===== src/rtl/monopix_pkg.sv =====
// rtl/monopix_pkg.sv - shared readout/hit word types and helpers for the hit formatter
package monopix_pkg;

    localparam int          HIT_W   = 27;
    localparam logic [15:0] CNT_MAX = 16'hFFFF;

    typedef struct packed {
        logic [5:0] col;
        logic [8:0] row;
        logic [5:0] le;
        logic [5:0] te;
    } t_data;

    typedef struct packed {
        logic [5:0] col;
        logic [8:0] row;
        logic [5:0] le;
        logic [5:0] tot;
    } t_hit;

    function automatic logic [5:0] gray2bin6(input logic [5:0] g);
        logic [5:0] b;
        b[5] = g[5];
        for (int i = 4; i >= 0; i--) begin
            b[i] = b[i+1] ^ g[i];
        end
        return b;
    endfunction

    function automatic logic [15:0] sat_inc16(input logic [15:0] v);
        return (v == CNT_MAX) ? v : v + 16'd1;
    endfunction

endpackage


===== src/rtl/hit_formatter_if.sv =====
// rtl/hit_formatter_if.sv - stream bundle carrying formatted hits out of the FIFO
interface hit_formatter_if #(
    parameter int WIDTH = 27
);
    logic [WIDTH-1:0] tdata;
    logic             tvalid;
    logic             tready;

    modport master (
        output tdata,
        output tvalid,
        input  tready
    );

    modport slave (
        input  tdata,
        input  tvalid,
        output tready
    );
endinterface


===== src/rtl/hit_fifo.sv =====
// rtl/hit_fifo.sv - first-word fall-through hit FIFO with a stream read port
module hit_fifo #(
    parameter int DEPTH = 16,
    parameter int WIDTH = 27
) (
    input  logic             clk,
    input  logic             reset,
    input  logic             wr_en,
    input  logic [WIDTH-1:0] wr_data,
    output logic             full,
    hit_formatter_if.master  rd
);
    localparam int          AW        = $clog2(DEPTH);
    localparam logic [AW:0] DEPTH_CNT = (AW+1)'(DEPTH);

    logic [WIDTH-1:0] mem_q [DEPTH];
    logic [AW-1:0]    wr_ptr_q, wr_ptr_d;
    logic [AW-1:0]    rd_ptr_q, rd_ptr_d;
    logic [AW:0]      count_q, count_d;
    logic             empty;
    logic             push;
    logic             pop;

    always_comb begin
        empty    = (count_q == '0);
        full     = (count_q == DEPTH_CNT);
        pop      = !empty && rd.tready;
        // a same-cycle pop frees the slot, so a full FIFO may still accept
        push     = wr_en && (!full || pop);
        wr_ptr_d = push ? wr_ptr_q + AW'(1) : wr_ptr_q;
        rd_ptr_d = pop  ? rd_ptr_q + AW'(1) : rd_ptr_q;
        count_d  = count_q + (AW+1)'(push) - (AW+1)'(pop);
        rd.tvalid = !empty;
        rd.tdata  = empty ? '0 : mem_q[rd_ptr_q];
    end

    always_ff @(posedge clk) begin
        if (reset) begin
            wr_ptr_q <= '0;
            rd_ptr_q <= '0;
            count_q  <= '0;
        end else begin
            wr_ptr_q <= wr_ptr_d;
            rd_ptr_q <= rd_ptr_d;
            count_q  <= count_d;
        end
    end

    always_ff @(posedge clk) begin
        if (push) begin
            mem_q[wr_ptr_q] <= wr_data;
        end
    end

endmodule


===== src/rtl/hit_formatter.sv =====
// rtl/hit_formatter.sv - decodes raw pixel readout words into hits and queues them
module hit_formatter
    import monopix_pkg::*;
#(
    parameter int DEPTH   = 16,
    parameter int MAX_ROW = 223
) (
    input  logic        clk_out,
    input  logic        reset,
    input  logic [26:0] data_in,
    input  logic        data_in_strobe,
    output logic [26:0] dout,
    output logic        dout_valid,
    input  logic        dout_ready,
    output logic        fifo_full,
    output logic [15:0] hit_cnt,
    output logic [15:0] drop_cnt,
    output logic [15:0] err_cnt
);
    hit_formatter_if #(.WIDTH(HIT_W)) rd_if ();

    t_data       din;
    t_hit        s1_hit_q, s1_hit_d;
    logic        s1_valid_q, s1_valid_d;
    logic [5:0]  le_bin;
    logic [5:0]  te_bin;
    logic        row_ok;
    logic        pop;
    logic        wr_en;
    logic        drop;
    logic        illegal;
    logic [15:0] hit_cnt_q, hit_cnt_d;
    logic [15:0] drop_cnt_q, drop_cnt_d;
    logic [15:0] err_cnt_q, err_cnt_d;

    hit_fifo #(
        .DEPTH (DEPTH),
        .WIDTH (HIT_W)
    ) u_fifo (
        .clk     (clk_out),
        .reset   (reset),
        .wr_en   (wr_en),
        .wr_data (s1_hit_q),
        .full    (fifo_full),
        .rd      (rd_if)
    );

    assign rd_if.tready = dout_ready;
    assign dout         = rd_if.tdata;
    assign dout_valid   = rd_if.tvalid;

    always_comb begin
        din        = t_data'(data_in);
        le_bin     = gray2bin6(din.le);
        te_bin     = gray2bin6(din.te);
        s1_valid_d = data_in_strobe;
        s1_hit_d   = s1_hit_q;
        if (data_in_strobe) begin
            s1_hit_d.col = din.col;
            s1_hit_d.row = din.row;
            s1_hit_d.le  = le_bin;
            // 6-bit subtraction wraps, giving the ToT modulo 64
            s1_hit_d.tot = te_bin - le_bin;
        end

        row_ok  = ({23'd0, s1_hit_q.row} <= MAX_ROW);
        pop     = dout_valid && dout_ready;
        wr_en   = s1_valid_q && row_ok && (!fifo_full || pop);
        drop    = s1_valid_q && row_ok && fifo_full && !pop;
        illegal = s1_valid_q && !row_ok;

        hit_cnt_d  = wr_en   ? sat_inc16(hit_cnt_q)  : hit_cnt_q;
        drop_cnt_d = drop    ? sat_inc16(drop_cnt_q) : drop_cnt_q;
        err_cnt_d  = illegal ? sat_inc16(err_cnt_q)  : err_cnt_q;
    end

    always_ff @(posedge clk_out) begin
        if (reset) begin
            s1_valid_q <= 1'b0;
            s1_hit_q   <= '0;
            hit_cnt_q  <= '0;
            drop_cnt_q <= '0;
            err_cnt_q  <= '0;
        end else begin
            s1_valid_q <= s1_valid_d;
            s1_hit_q   <= s1_hit_d;
            hit_cnt_q  <= hit_cnt_d;
            drop_cnt_q <= drop_cnt_d;
            err_cnt_q  <= err_cnt_d;
        end
    end

    assign hit_cnt  = hit_cnt_q;
    assign drop_cnt = drop_cnt_q;
    assign err_cnt  = err_cnt_q;

endmodule


===== config.mk =====
export PLATFORM = sky130hd
export DESIGN_NAME = hit_formatter
export DESIGN_NICKNAME = d
export VERILOG_FILES = /design/src/rtl/monopix_pkg.sv /design/src/rtl/hit_formatter_if.sv /design/src/rtl/hit_fifo.sv /design/src/rtl/hit_formatter.sv
export SDC_FILE = /design/constraint.sdc
export NUM_CORES = 1
export LEC_CHECK = 0
export ABC_AREA = 0
export BUFFER_PORTS_ARGS = -buffer_cell sky130_fd_sc_hd__buf_2
export CAP_MARGIN = 40
export CORE_MARGIN = 2
export CORE_UTILIZATION = 45
export DETAILED_ROUTE_END_ITERATION = 6
export PLACE_DENSITY_LB_ADDON = 0.2
export REMOVE_ABC_BUFFERS = 1
export SLEW_MARGIN = 20
export SYNTH_ARGS = -nofsm -noshare
export SYNTH_HDL_FRONTEND = slang
export SYNTH_SLANG_ARGS = --single-unit

===== constraint.sdc =====
create_clock -name clk_out -period 4.6 [get_ports clk_out]
set_input_delay 0.69 -clock clk_out [delete_from_list [all_inputs] [get_ports clk_out]]
set_output_delay 0.69 -clock clk_out [all_outputs]
set_load 0.02 [all_outputs]

## After elaboration in Yosys (flattened, before gate mapping)

Memory sizes are Yosys's and may differ from the RTL's. A register that Yosys moved wholly into a read port is not among the register bits.
Index checks and enable logic that the tools add are counted.
W data, S select, Z words.

| storage, ports and cells | value |
|---|---|
| register bits after elaboration | 89 |
| memory bits (writable) | 432 |
| bits of input ports | 31 |
| memories kept | 1 |

Memory list:

| name | words | bits a word | read ports | clocked after Yosys merged registers in | wr ports | RTL line | source |
|---|---|---|---|---|---|---|---|
| u_fifo.mem_q | 16 | 27 | 1 | 1 | 1 | hit_fifo.sv:16 | `logic [WIDTH-1:0] mem_q [DEPTH];` |

| operators by class | value |
|---|---|
| add/sub/neg operators | 8 |
| magnitude comparators | 1 |
| eq/ne operators | 4 |
| mux-type cells | 5 |
| bitwise gates (word level) | 13 |
| reductions and logical operators | 16 |

Operators with widths:

| kind | count |
|---|---|
| $add A16 B1 Y16 const B | 3 |
| $eq A16 B16 Y1 const B | 3 |
| $mux W27 | 1 |
| $xor A1 B1 Y1 | 10 |
| $le A9 B8 Y1 const B | 1 |
| $add A4 B1 Y4 const B | 2 |
| $mux W4 | 2 |
| $logic_and A1 B1 Y1 | 7 |
| $reduce_and A2 Y1 | 3 |
| $sub A6 B6 Y6 | 1 |
| $add A5 B1 Y5 | 1 |
| $eq A5 B5 Y1 const B | 1 |
| $logic_not A5 Y1 | 1 |
| $sub A5 B1 Y5 | 1 |
| $logic_not A1 Y1 | 4 |
| $not A1 Y1 | 3 |
| $mux W1 | 2 |
| $logic_or A1 B1 Y1 | 1 |

## Depth between registers and ports, before layout

Gate-level depths: netlist of run 1.

| depth | value |
|---|---|
| depth after elaboration | 8 |
| mapped depth | 14 |
| mapped depth without buffers | 14 |

## Cells and area by module

A second synthesis of run 1 with hierarchy kept.

| unflattened totals | value |
|---|---|
| cells, all modules | 1271 |
| area total of the unflattened synthesis | 20972.6 µm² |

By module, submodules not included:

| module | instances | cells each | area each (µm²) | sequential area each (µm²) |
|---|---|---|---|---|
| hit_fifo | 1 | 860 | 17309.1 | 13312.8 |
| hit_formatter | 1 | 411 | 3663.5 | 1521.5 |

## Worst setup path before layout of run 1

OpenSTA, ideal clock, no wires.

| timing | value |
|---|---|
| path type | reg2reg |
| start point | register u_fifo.count_q[2] |
| end point | memory u_fifo.mem_q[3][0] (enable) |
| setup time | 445 ps |
| data arrival time | 3036 ps |
| required time | 4155 ps |
| slack | 1119 ps |
| cell stages (with the launch flop) | 8 |
| buffers on the path | 0 |
| period minus slack after synthesis | 3481 ps |
| path through | dfxtp_1 -> inv_1 -> ha_1 -> nand4bb_1 -> o211ai_2 -> clkinv_1 -> nand2_1 -> nor3_1 |

| between the ends | value |
|---|---|
| word-level cells in the longest chain between the ends | 8 |
| elaborated cells between the ends (all ways) | 10 |

RTL lines:

| element | RTL line | source |
|---|---|---|
| from (decl) | hit_fifo.sv:19 | `logic [AW:0] count_q, count_d;` |
| from (signal assigned) | hit_fifo.sv:45 | `count_q <= count_d;` |
| $logic_not A5 Y1 | hit_fifo.sv:25 | `empty = (count_q == '0);` |
| $logic_not A1 Y1 | hit_fifo.sv:27, hit_fifo.sv:33 |  |
| $logic_and A1 B1 Y1 | hit_fifo.sv:27, hit_formatter.sv:67 |  |
| $logic_or A1 B1 Y1 (*) | hit_fifo.sv:29, hit_formatter.sv:68 |  |
| $logic_and A1 B1 Y1 | hit_formatter.sv:68 | `wr_en = s1_valid_q && row_ok && (!fifo_full \|\| pop);` |
| $logic_and A1 B1 Y1 (*) | hit_fifo.sv:29 | `push = wr_en && (!full \|\| pop);` |
| via u_fifo.push | hit_fifo.sv:21 | `logic push;` |
| $mux W1 (*) | hit_fifo.sv:50 | `if (push) begin` |
| $mux W1 (not written as such) (*) | hit_fifo.sv:51 | `mem_q[wr_ptr_q] <= wr_data;` |
| to (decl) | hit_fifo.sv:16 |  |

Mark *: on every way through the listed nets, which the timed path passes. The rest lies on a longest branch.

==> results of run 1 <==
## flip-flops by register name (all words and copies together) (netlist names), named ones only
name,flops
drop_cnt,16
err_cnt,16
hit_cnt,16
s1_hit_q,27
s1_valid_q,1
u_fifo.count_q,5
u_fifo.mem_q,432
u_fifo.rd_ptr_q,4
u_fifo.wr_ptr_q,4
## cells in the final DEF, fill, tap and decap left out, types with 18 or more instances in the layout
master | synthesis | final
dfxtp_1 | 93 | 89
xnor2_1 | 41 | 41
nand2_1 | 23 | 23
buf_2 | 14 | 107
mux4_2 | 135 | 135
a211oi_1 | 18 | 18
edfxtp_1 | 432 | 432
mux2i_1 | 23 | 23
buf_4 | 1 | 31
nand3_1 | 23 | 23
nor2_1 | 101 | 89
clkbuf_16 | 0 | 53
inv_1 | 25 | 25
and2_1 | 30 | 30
ha_1 | 19 | 19
## worst paths after layout
kind	start	end	slack [ns]	depth (start not counted)
worst max-delay path	flip-flop	dout[6]	0.89	5
worst min register to register	hit_cnt[12]$_SDFFE_PP0P_	hit_cnt[12]$_SDFFE_PP0P_	0.50	1
worst max register to register	s1_hit_q[19]$_SDFFE_PP0P_	u_fifo.mem_q[5][26]$_DFFE_PP_	1.41	6
worst min-delay path	data_in[15]	s1_hit_q[15]$_SDFFE_PP0P_	0.33	3
## final cells by class
type                       instances  area (um^2)  share of cell area (%)
inverter                          27          101                   0.420
timing repair buffer             143          876                    3.63
clock buffer                      77         1520                    6.28
clock inverter                    21          211                   0.876
tap                              607          759                    3.14
multi-input combinational        537         5840                    24.2
sequential                       525        14800                    61.5
## power by group through the flow
stage,clock (uW),combinational [uW],sequential [uW]
2_1_floorplan,0,1600,5720
6_report,4250,2270,5450
5_1_grt,4520,2480,5470
4_1_cts,4350,2330,5450
3_5_place_dp,0,2320,5550
3_3_place_gp,0,2310,5540
## routing by layer
layer	vias up	global-route usage, %	routed length, um
li1	4837	-	-
met1	5634	27.3	20000
met2	297	31.0	21900
met3	58	2.98	2250
met4	0	5.68	966
met5	-	0	0
## critical path, delay by kind of cell (launching register included)
family	cells	cell delay [ns]
buf+inv	2	0.71
mux	2	1.07
flops	1	0.38
simple gates	1	0.22
## cell usage after synthesis (5+ instances only)
cell,number
edfxtp_1,432
mux2i_1,23
xnor2_1,41
ha_1,19
and2_1,30
nor2b_1,7
mux4_2,135
nor3_1,17
buf_1,8
clkbuf_1,26
a2111oi_1,5
a211oi_1,18
nand2_1,23
dfxtp_1,93
buf_2,14
nor2_1,101
nand4_1,10
inv_1,25
a21oi_1,14
and4_1,7
xor2_1,12
nand3_1,23
## stage by stage
step	power (uW)	area [um^2]	setup WS [ns]	hold WS (ns)	instances
after CTS	12100	24200	0.813	0.305	1937
after global routing	12500	24200	0.735	0.326	1937
final	12000	24200	0.888	0.332	1937
after global placement	7850	22400	1.34	0.481	1836
after floorplan	7330	20700	-1.92	0.476	1089
after detailed placement	7870	22400	1.29	0.496	1839
## logic make-up after synthesis
logic type	count (synthesis)
multiplexers	161
XOR/XNOR	54
AND/OR/NAND/NOR	234
AO/OA/AOI/OAI	67
adder cells (fa/ha/maj)	21
flip-flops	525
buffers and inverters	80
==> impl_metrics.csv, run 1 <==
group,metric,value,unit
logic_synthesis,synth_mux_area_share,15.8,%
cts,numCtsBuffers,52,
placed_design,gp_congestion,0.763,
cts,clockRootBuffer,"clkbuf_16",
setup_path,critPathKind,"reg2out",
sta,skew,0.0136,ns
placed_design,dpl.hpwl,26.2,mm
cts,cts_setup_buffers,0,
cts,cts_buffer_depth,3,
setup_path,crit_chain,"buf_12 > mux4_2 > mux4_2 > and2_1 > buf_2",
cts,cts_resized,0,
sta,rsz0062_at_grt,"no",
setup_path,arrival,3.02,ns
setup_path,worstSetupEndpointType,"output pin",
detailed_routing,drt-vias-per-instance,5.59,
sta,setup_viol,0,
grt,grtUsageTotal,19.3,%
power_and_ir_drop,clockPowerShare,35.5,%
detailed_routing,vias,10826,
floorplanning,die_y,220,um
floorplanning,ios,108,
setup_path,max_stage_delay,0.61,ns
logic_synthesis,synth-xor-area-share,2.32,%
logic_synthesis,synth_seq_cells,525,
detailed_routing,wl_per_cell,23.3,um
setup_path,cp_slowest_cell,"mux4_2",
placed_design,numPortBuffers,107,
logic_synthesis,synth.avg_cell_area,18.3,um^2
grt,grt_pass1_vias,10893,
cts,cts.clk_slew.worst_paths,0.06,ns
grt,overflow,0,
power_and_ir_drop,swShare,25.6,%
floorplanning,start_util,45.3,%
logic_synthesis,yosys_warnings,0,
logic_synthesis,netlist.area_leader.share,61.9,%
logic_synthesis,synth_edf_count,432,
cells_and_area,fin_nets,1338,
sta,finalCriticalPeriod,3.71,ns
logic_synthesis,synthTopCellsByArea,"edfxtp_1 62%, mux4_2 15%, dfxtp_1 8.9%, nor2_1 1.8%, xnor2_1 1.7%",
logic_synthesis,synth_fa_ha_area_share,1.33,%
logic_synthesis,synth_compound_area_share,2.43,%
power_and_ir_drop,power_switching,3060,uW
cells_and_area,area_growth_syn_to_layout,15.3,%
logic_synthesis,ys_seq_area_share,70.8,%
power_and_ir_drop,seq_power_share,45.6,%
setup_path,path_max_fanout,80,
logic_synthesis,syn_area,20900,um^2
cells_and_area,final_util,52.2,%
power_and_ir_drop,p_comb_share,18.9,%
logic_synthesis,netlist_instances,1142,
sta,setup_tns,0,ns
floorplanning,dieArea,48300,um^2
logic_synthesis,synth-simple-area-share,5.51,%
setup_path,crit_top_cell,"mux4_2",
flow_run,max_cap_violations,0,
setup_path,cp.required,3.91,ns
logic_synthesis,synth_flop_cell,"edfxtp_1",
logic_synthesis,synth_top_family_by_area,"multiplexers",
detailed_routing,antenna_left,0,
sta,timing.final.max_slew_violations,0,
power_and_ir_drop,power_density,495,nW/um^2
floorplanning,die_x,220,um
cells_and_area,drive_gt1_share,29.2,%
logic_synthesis,post_synth_num_cell_types,57,
worst_hold_path,hp-class,"in2reg",
detailed_routing,drt_iter0_drc,809,
cts,hold_buffers,0,
sta,final-hold-violation-count,0,
power_and_ir_drop,p_leak,0.00796,uW
power_and_ir_drop,ir_worst_vdd,0.000330,V
sta,finalCritPeriodShare,80.7,%
cts,cts_tree,"built",
grt,grt_antenna_before_repair,0,
floorplanning,core,46300,um^2
cts,h-tree-depth,2,
cts,clock_latency,0.60,ns
logic_synthesis,async_reset_ff_share,0,%
detailed_routing,first_pass_iters,7,
grt,grt_pass1_wl,68.0,mm
sta,relSlewSlack,45.6,%
floorplanning,rows,79,
sta,fmax,269,MHz
detailed_routing,drc,0,
power_and_ir_drop,internal-power,8900,uW
detailed_routing,routed_wl,45.1,mm
cts,clock-sinks,525,
grt,grt_max_degree,109,
logic_synthesis,yosysTopAreaCell,"edfxtp_1",
cells_and_area,antenna_cells,0,
sta,worst_pin_slew,0.816,ns
status,status,"finished, final reports clean",
setup_path,startpoint_type,"flip-flop",
cells_and_area,n_fill_cell,3748,
Note: power is estimated with default switching activity, not from simulation.
==> run 2: changes to the inputs <==
ABC_AREA = 1   (was 0)
clock period = 3.3 ns   (was 4.6 ns; I/O delays follow)
==> run 2 against run 1 <==
  * Synthesized area up 4.8%
  * Clock-buffer cell count decreased by 7
  * Cell area grew 4.6%
  * Register-to-register slack lost 1.0 ns
  * Sequential power up 39%
  * Clock power is 43% higher
  * Total power grew 44%
  * Flip-flop and latch count unchanged
  * Die area is 4.7% higher
  * Sequential share of layout area fell by 2.7 points
  * Critical path type unchanged
  * Largest cell class unchanged
==> impl_metrics.csv, run 2 <==
group,metric,value,unit
setup_path,crit_buf_inv,2,
setup_path,path_max_fanout,66,
grt,grtUsageTotal,22.0,%
logic_synthesis,synth_common_cells,"432 x edfxtp_1, 299 x nor2_1, 150 x o21ai_0, 142 x nand2_1, 109 x o21bai_1",
sta,skew,0.0226,ns
grt,top_usage_layer,"met2",
cells_and_area,final_area,25300,um^2
cts,clockRootBuffer,"clkbuf_16",
power_and_ir_drop,p_leak,0.00861,uW
power_and_ir_drop,swShare,30.0,%
sta,setup_tns,0,ns
cells_and_area,reg_top3,"u_fifo.mem_q: 432 flops, s1_hit_q: 27 flops",
grt,grt_util_met1,30.7,%
cells_and_area,area_growth_syn_to_layout,15.1,%
cts,clock_latency,0.61,ns
logic_synthesis,yosys_warnings,0,
logic_synthesis,synth_edf_count,432,
logic_synthesis,netlist_instances,1857,
placed_design,gp_congestion,0.858,
power_and_ir_drop,clockPowerShare,35.1,%
sta,timing.final.max_slew_violations,0,
detailed_routing,drc,0,
setup_path,crit_chain,"buf_12 > o21ai_0 > o221ai_1 > nand3_1 > a21oi_1 > buf_2",
cells_and_area,final_common_cell,"edfxtp_1",
grt,grt_pass1_wl,84.8,mm
cells_and_area,regMostFlops,"u_fifo.mem_q",
logic_synthesis,syn_area,22000,um^2
power_and_ir_drop,power_switching,5180,uW
logic_synthesis,post_synth_num_cell_types,41,
placed_design,placed_cells,2517,
setup_path,max_stage_delay,0.52,ns
cts,numCtsBuffers,56,
logic_synthesis,ys_seq_area_share,67.6,%
cells_and_area,largest_reg_flops,432,
sta,finalCritPeriodShare,93.9,%
status,status,"finished, final reports clean",
setup_path,startpoint_type,"flip-flop",
logic_synthesis,async_reset_ff_share,0,%
logic_synthesis,synth.avg_cell_area,11.8,um^2
setup_path,arrival,2.60,ns
placed_design,placed_cell_area,23400,um^2
power_and_ir_drop,seq_power_share,43.9,%
grt,grt_max_degree,67,
floorplanning,die_x,225,um
cts,cts_buffer_depth,3,
setup_path,cp_slowest_cell,"dfxtp_4",
cts,h-tree-depth,2,
power_and_ir_drop,internal-power,12100,uW
detailed_routing,vias,14848,
sta,rsz0062_at_grt,"no",
logic_synthesis,synthTopCellsByArea,"edfxtp_1 59%, dfxtp_1 8.5%, nor2_1 5.1%, o21bai_1 3.7%, o21ai_0 3.4%",
power_and_ir_drop,p_comb_share,21.0,%
detailed_routing,antenna_left,0,
grt,overflow,0,
detailed_routing,first_pass_iters,5,
logic_synthesis,yosysTopAreaCell,"edfxtp_1",
logic_synthesis,synth.most_common_cell,"edfxtp_1",
detailed_routing,drt_iter0_drc,1204,
detailed_routing,wl_per_cell,21.1,um
sta,relSlewSlack,43.3,%
floorplanning,ios,108,
placed_design,dpl.hpwl,31.0,mm
cts,clock-sinks,525,
floorplanning,core,47900,um^2
grt,grt_pass1_vias,14402,
floorplanning,die_y,225,um
cells_and_area,fin_nets,2016,
setup_path,worstSetupEndpointType,"output pin",
grt,grt_antenna_before_repair,2,
worst_hold_path,hp-class,"in2reg",
logic_synthesis,synth_flop_cell,"edfxtp_1",
floorplanning,rows,80,
setup_path,critPathKind,"reg2out",
power_and_ir_drop,power_density,684,nW/um^2
cts,cts.clk_slew.worst_paths,0.06,ns
logic_synthesis,synth_seq_cells,525,
cells_and_area,stdcell_count,2623,
floorplanning,start_util,45.8,%
detailed_routing,drt-vias-per-instance,5.66,
cells_and_area,final_util,52.7,%
grt,grt_util_met3,3.50,%
setup_path,cp.required,2.80,ns
cts,cts_tree,"built",
setup_path,cp_top_family,"compound AO/OA/AOI/OAI gates",
sta,final-hold-violation-count,0,
cells_and_area,final_cell_mix,"432 x edfxtp_1, 283 x nor2_1, 150 x o21ai_0",
sta,fmax,323,MHz
floorplanning,dieArea,50600,um^2
flow_run,max_cap_violations,0,
power_and_ir_drop,ir_worst_vdd,0.000455,V
logic_synthesis,netlist.area_leader.share,59.1,%
cts,hold_buffers,0,
sta,worst_pin_slew,0.850,ns
sta,finalCriticalPeriod,3.10,ns
sta,setup_viol,0,
grt,grt_use_met2,35.6,%
placed_design,numPortBuffers,107,
detailed_routing,routed_wl,55.3,mm
cells_and_area,drive_gt1_share,14.7,%
## run 2: per-layer routing
metal  up-vias  wire length (um)
li1       6971                 -
met3        90              3520
met1      7351             24600
met2       434             26100
met4         2              1120
met5         -                11
## run 2: layout make-up
type | instances | area, um^2
repair buffers | 157 | 1150
clock inverters | 30 | 244
flip-flops and latches | 525 | 14800
diodes | 2 | 5.00
fillers | 4116 | 22700
multi-input cells | 1135 | 6380
well taps | 615 | 769
clock buffers | 70 | 1520
inverters | 89 | 349
## run 2: worst reg2reg max path, delay by kind of cell (launching register included)
family / cells / cell delay, ns
adder cells (fa/ha/maj): 4 / 1.11
AO/OA/AOI/OAI: 3 / 0.52
AND/OR/NAND/NOR: 2 / 0.44
buffers and inverters: 4 / 0.43
flip-flops: 1 / 0.32
## run 2: kinds of logic (layout without fill, tap and decap cells)
family / Yosys count / in the layout / share of synthesized area, %
and+or+nand+nor: 592 / 592 / 11.3
DFF: 525 / 525 / 67.6
AOI/OAI and AO/OA: 492 / 492 / 14.7
buffers and inverters: 197 / 346 / 3.95
xor gates and xnor gates: 30 / 30 / 1.20
adders and majority gates: 21 / 21 / 1.27
other: 0 / 2 / 0
## run 2: through the flow
stage	hold slack, ns	worst slack, ns	total power, uW
floorplan	0.440	-4.65	9980
global placement	0.449	0.501	11200
detailed placement	0.455	0.463	11300
CTS	0.0887	0.0722	17300
global route	0.116	0.0943	18000
finish	0.110	0.201	17300
## run 2: path summary, 6_finish.rpt
kind	startpoint	endpoint	slack, ns	cells past startpoint
max	flip-flop	dout[11]	0.20	6
min	data_in[26]	s1_hit_q[26]$_SDFFE_PP0P_	0.11	3
max reg2reg	u_fifo.count_q[3]$_SDFF_PP0_	u_fifo.count_q[4]$_SDFF_PP0_	0.41	13
min reg2reg	u_fifo.rd_ptr_q[3]$_SDFFE_PP0P_	u_fifo.rd_ptr_q[3]$_SDFFE_PP0P_	0.47	2
## run 2: what timing repair did
item,CTS,global route
setup endpoints to repair,10,5
buffers inserted,2,2
gates resized for setup,1,3
## run 2: power groups by stage
stage | logic [uW] | clock network (uW) | registers, uW
2_1_floorplan | 2140 | 0 | 7850
3_3_place_gp | 3410 | 0 | 7780
3_5_place_dp | 3470 | 0 | 7790
4_1_cts | 3570 | 6150 | 7610
5_1_grt | 3990 | 6400 | 7610
6_report | 3620 | 6060 | 7590
==> run 3: changes to the inputs <==
clock period = 2.68 ns   (was 3.3 ns; I/O delays follow)
==> run 3 against run 2 <==
  * Combinational power up 71%
  * Global-route usage up 0.96 points
  * Worst setup slack worse by 0.17 ns
  * Flip-flop and latch count did not move
  * Clock skew fell by 0.0055 ns
  * First-iteration DRC count up 15%
  * Highest routed layer unchanged
  * Clock power increased by 24%
  * Cell count increased by 2.2%
==> impl_metrics.csv, run 3 (synthesized netlist as in run 2, its figures left out) <==
group,metric,value,unit
status,status,"finished, final reports clean",
power_and_ir_drop,internal-power,16100,uW
grt,grt_max_degree,60,
detailed_routing,routed_wl,61.0,mm
cts,numCtsBuffers,56,
cells_and_area,seqCellArea,14800,um^2
power_and_ir_drop,p_comb_share,27.0,%
setup_path,reg2reg_depth,13,
placed_design,placed_cell_area,23700,um^2
detailed_routing,drc,0,
detailed_routing,vias,15432,
cells_and_area,area_growth_syn_to_layout,21.1,%
flow_run,max_cap_violations,0,
detailed_routing,drt_iter0_drc,1384,
sta,skew,0.0171,ns
power_and_ir_drop,power,23000,uW
cts,h-tree-depth,2,
cells_and_area,fin_nets,2072,
cts,clockRootBuffer,"clkbuf_16",
cts,clock_latency,0.61,ns
setup_path,crit_chain,"buf_6 > bufbuf_16 > o21ai_0 > o221ai_1 > nand3_1 > a21oi_2 > buf_6",
setup_path,max_stage_delay,0.37,ns
cts,cts_buffer_depth,3,
placed_design,numPortBuffers,107,
setup_path,startpoint_type,"flip-flop",
sta,setup_tns,0,ns
power_and_ir_drop,seq_power_share,40.3,%
floorplanning,core,47900,um^2
sta,final-hold-violation-count,0,
sta,fmax,378,MHz
cells_and_area,final_area,26600,um^2
floorplanning,start_util,45.8,%
grt,overflow,0,
sta,setup_viol,0,
power_and_ir_drop,p_leak,0.00918,uW
cells_and_area,n_fill_cell,3935,
cells_and_area,reg_top3,"u_fifo.mem_q: 432 flops, s1_hit_q: 27 flops",
cells_and_area,largest_reg_flops,432,
placed_design,dpl.hpwl,30.8,mm
setup_path,crit_buf_inv,3,
sta,finalCriticalPeriod,2.64,ns
cts,clock-sinks,525,
setup_path,worstSetupEndpointType,"output pin",
setup_path,critPathKind,"reg2out",
power_and_ir_drop,clockPowerShare,32.7,%
cells_and_area,drive_gt1_share,18.5,%
power_and_ir_drop,power_switching,6910,uW
sta,rsz0062_at_grt,"yes",
grt,grt_pass1_vias,14635,
setup_path,cp.required,2.28,ns
setup_path,path_max_fanout,5,
detailed_routing,drt-vias-per-instance,5.75,
floorplanning,dieArea,50600,um^2
power_and_ir_drop,ir_worst_vdd,0.000585,V
grt,grtUsageTotal,22.9,%
worst_hold_path,hp-class,"in2reg",
floorplanning,ios,108,
sta,timing.final.max_slew_violations,0,
setup_path,r2r_setup_slack,0.15,ns
sta,fin_hold_ws,0.0275,ns
detailed_routing,wl_per_cell,22.7,um
floorplanning,die_y,225,um
detailed_routing,antenna_left,0,
cells_and_area,multi_input_area,6490,um^2
placed_design,placed_cells,2536,
placed_design,gp_congestion,0.833,
detailed_routing,first_pass_iters,5,
cells_and_area,regMostFlops,"u_fifo.mem_q",
grt,grt_antenna_before_repair,2,
cells_and_area,final_common_cell,"edfxtp_1",
floorplanning,rows,80,
grt,grt_pass1_wl,87.8,mm
cells_and_area,final_cell_mix,"432 x edfxtp_1, 281 x nor2_1, 142 x o21ai_0",
power_and_ir_drop,swShare,30.0,%
cells_and_area,stdcell_count,2682,
setup_path,arrival,2.24,ns
setup_path,cp.depth,7,
power_and_ir_drop,power_density,864,nW/um^2
sta,finalCritPeriodShare,98.7,%
cts,cts_tree,"built",
setup_path,cp_slowest_cell,"dfxtp_4",
cts,cts.clk_slew.worst_paths,0.06,ns
floorplanning,die_x,225,um
setup_path,crit_top_cell,"buf_6",
sta,relSlewSlack,50.8,%
sta,worst_pin_slew,0.738,ns
worst_hold_path,min_path_cells,3,
setup_path,cp_top_family,"compound AO/OA/AOI/OAI gates",
-- run 3: cell count changes in the layout (fill, tap and decap cells not counted), moves of 6 or more --
| cell | change |
|---|---|
| buf_12 | +7 |
| buf_2 | -26 |
| clkinv_1 | -6 |
| buf_16 | +12 |
| o21ai_0 | -8 |
| clkbuf_16 | +14 |
| clkbuf_1 | +8 |
| a21oi_1 | -26 |
| buf_4 | +25 |
| o21ai_1 | +8 |
| buf_6 | +17 |
| a21oi_2 | +26 |
-- run 3: what timing repair did --
item | 4_1_cts | 5_1_grt
endpoints found under the hold margin | 1 | 0
resized for setup | 64 | 53
pin swaps | 18 | 32
buffers inserted | 10 | 8
gates cloned | 6 | 20
setup endpoints to repair | 27 | 28
hold buffers | 1 | 0
-- run 3: worst min-delay path, stage by stage --
cell and delay [ns]:
buf_2 0.07, nor2_1 0.03, nor2_1 0.08
-- run 3: path summary, 6_finish.rpt --
path | endpoint | start
worst max-delay path | dout[20] | flip-flop
worst min-delay path | s1_hit_q[15]$_SDFFE_PP0P_ | data_in[15]
worst max register to register | u_fifo.count_q[4]$_SDFF_PP0_ | u_fifo.count_q[3]$_SDFF_PP0_
worst min register to register | flip-flop | u_fifo.rd_ptr_q[3]$_SDFFE_PP0P_
-- run 3: cell type report --
type,count,area share (%)
sequential,525,55.8
multi-input combinational,1135,24.4
timing repair buffer,210,8.74
clock buffer,77,5.72
tap,615,2.89
inverter,89,1.37
clock inverter,27,0.922
timing repair inverter,3,0.127
antenna,1,0.00941
-- run 3: routing by layer --
metal	routed length (um)	part of all wire (%)	GRT usage [%]	up-vias
met3	4350	7.1	3.87	93
li1	-	-	-	7101
met2	29100	48	37.4	608
met5	13	0.021	0	-
met4	1390	2.3	6.88	2
met1	26200	43	31.6	7628
-- run 3: power by group through the flow --
stage / sequential (uW) / combinational [uW] / clock (uW)
after global placement: 9480 / 4440 / 0
after CTS: 9280 / 5310 / 7630
after floorplan: 9660 / 2630 / 0
final: 9270 / 6200 / 7520
after detailed placement: 9490 / 4520 / 0
after global routing: 9290 / 6640 / 7990
-- run 3: through the flow --
stage / util, % / setup WS (ns)
global placement: 49.4 / 0.105
global route: 55.5 / -0.0532
floorplan: - / -5.18
CTS: 54.2 / -0.0595
finish: 55.5 / 0.0355
detailed placement: 49.4 / 0.0899
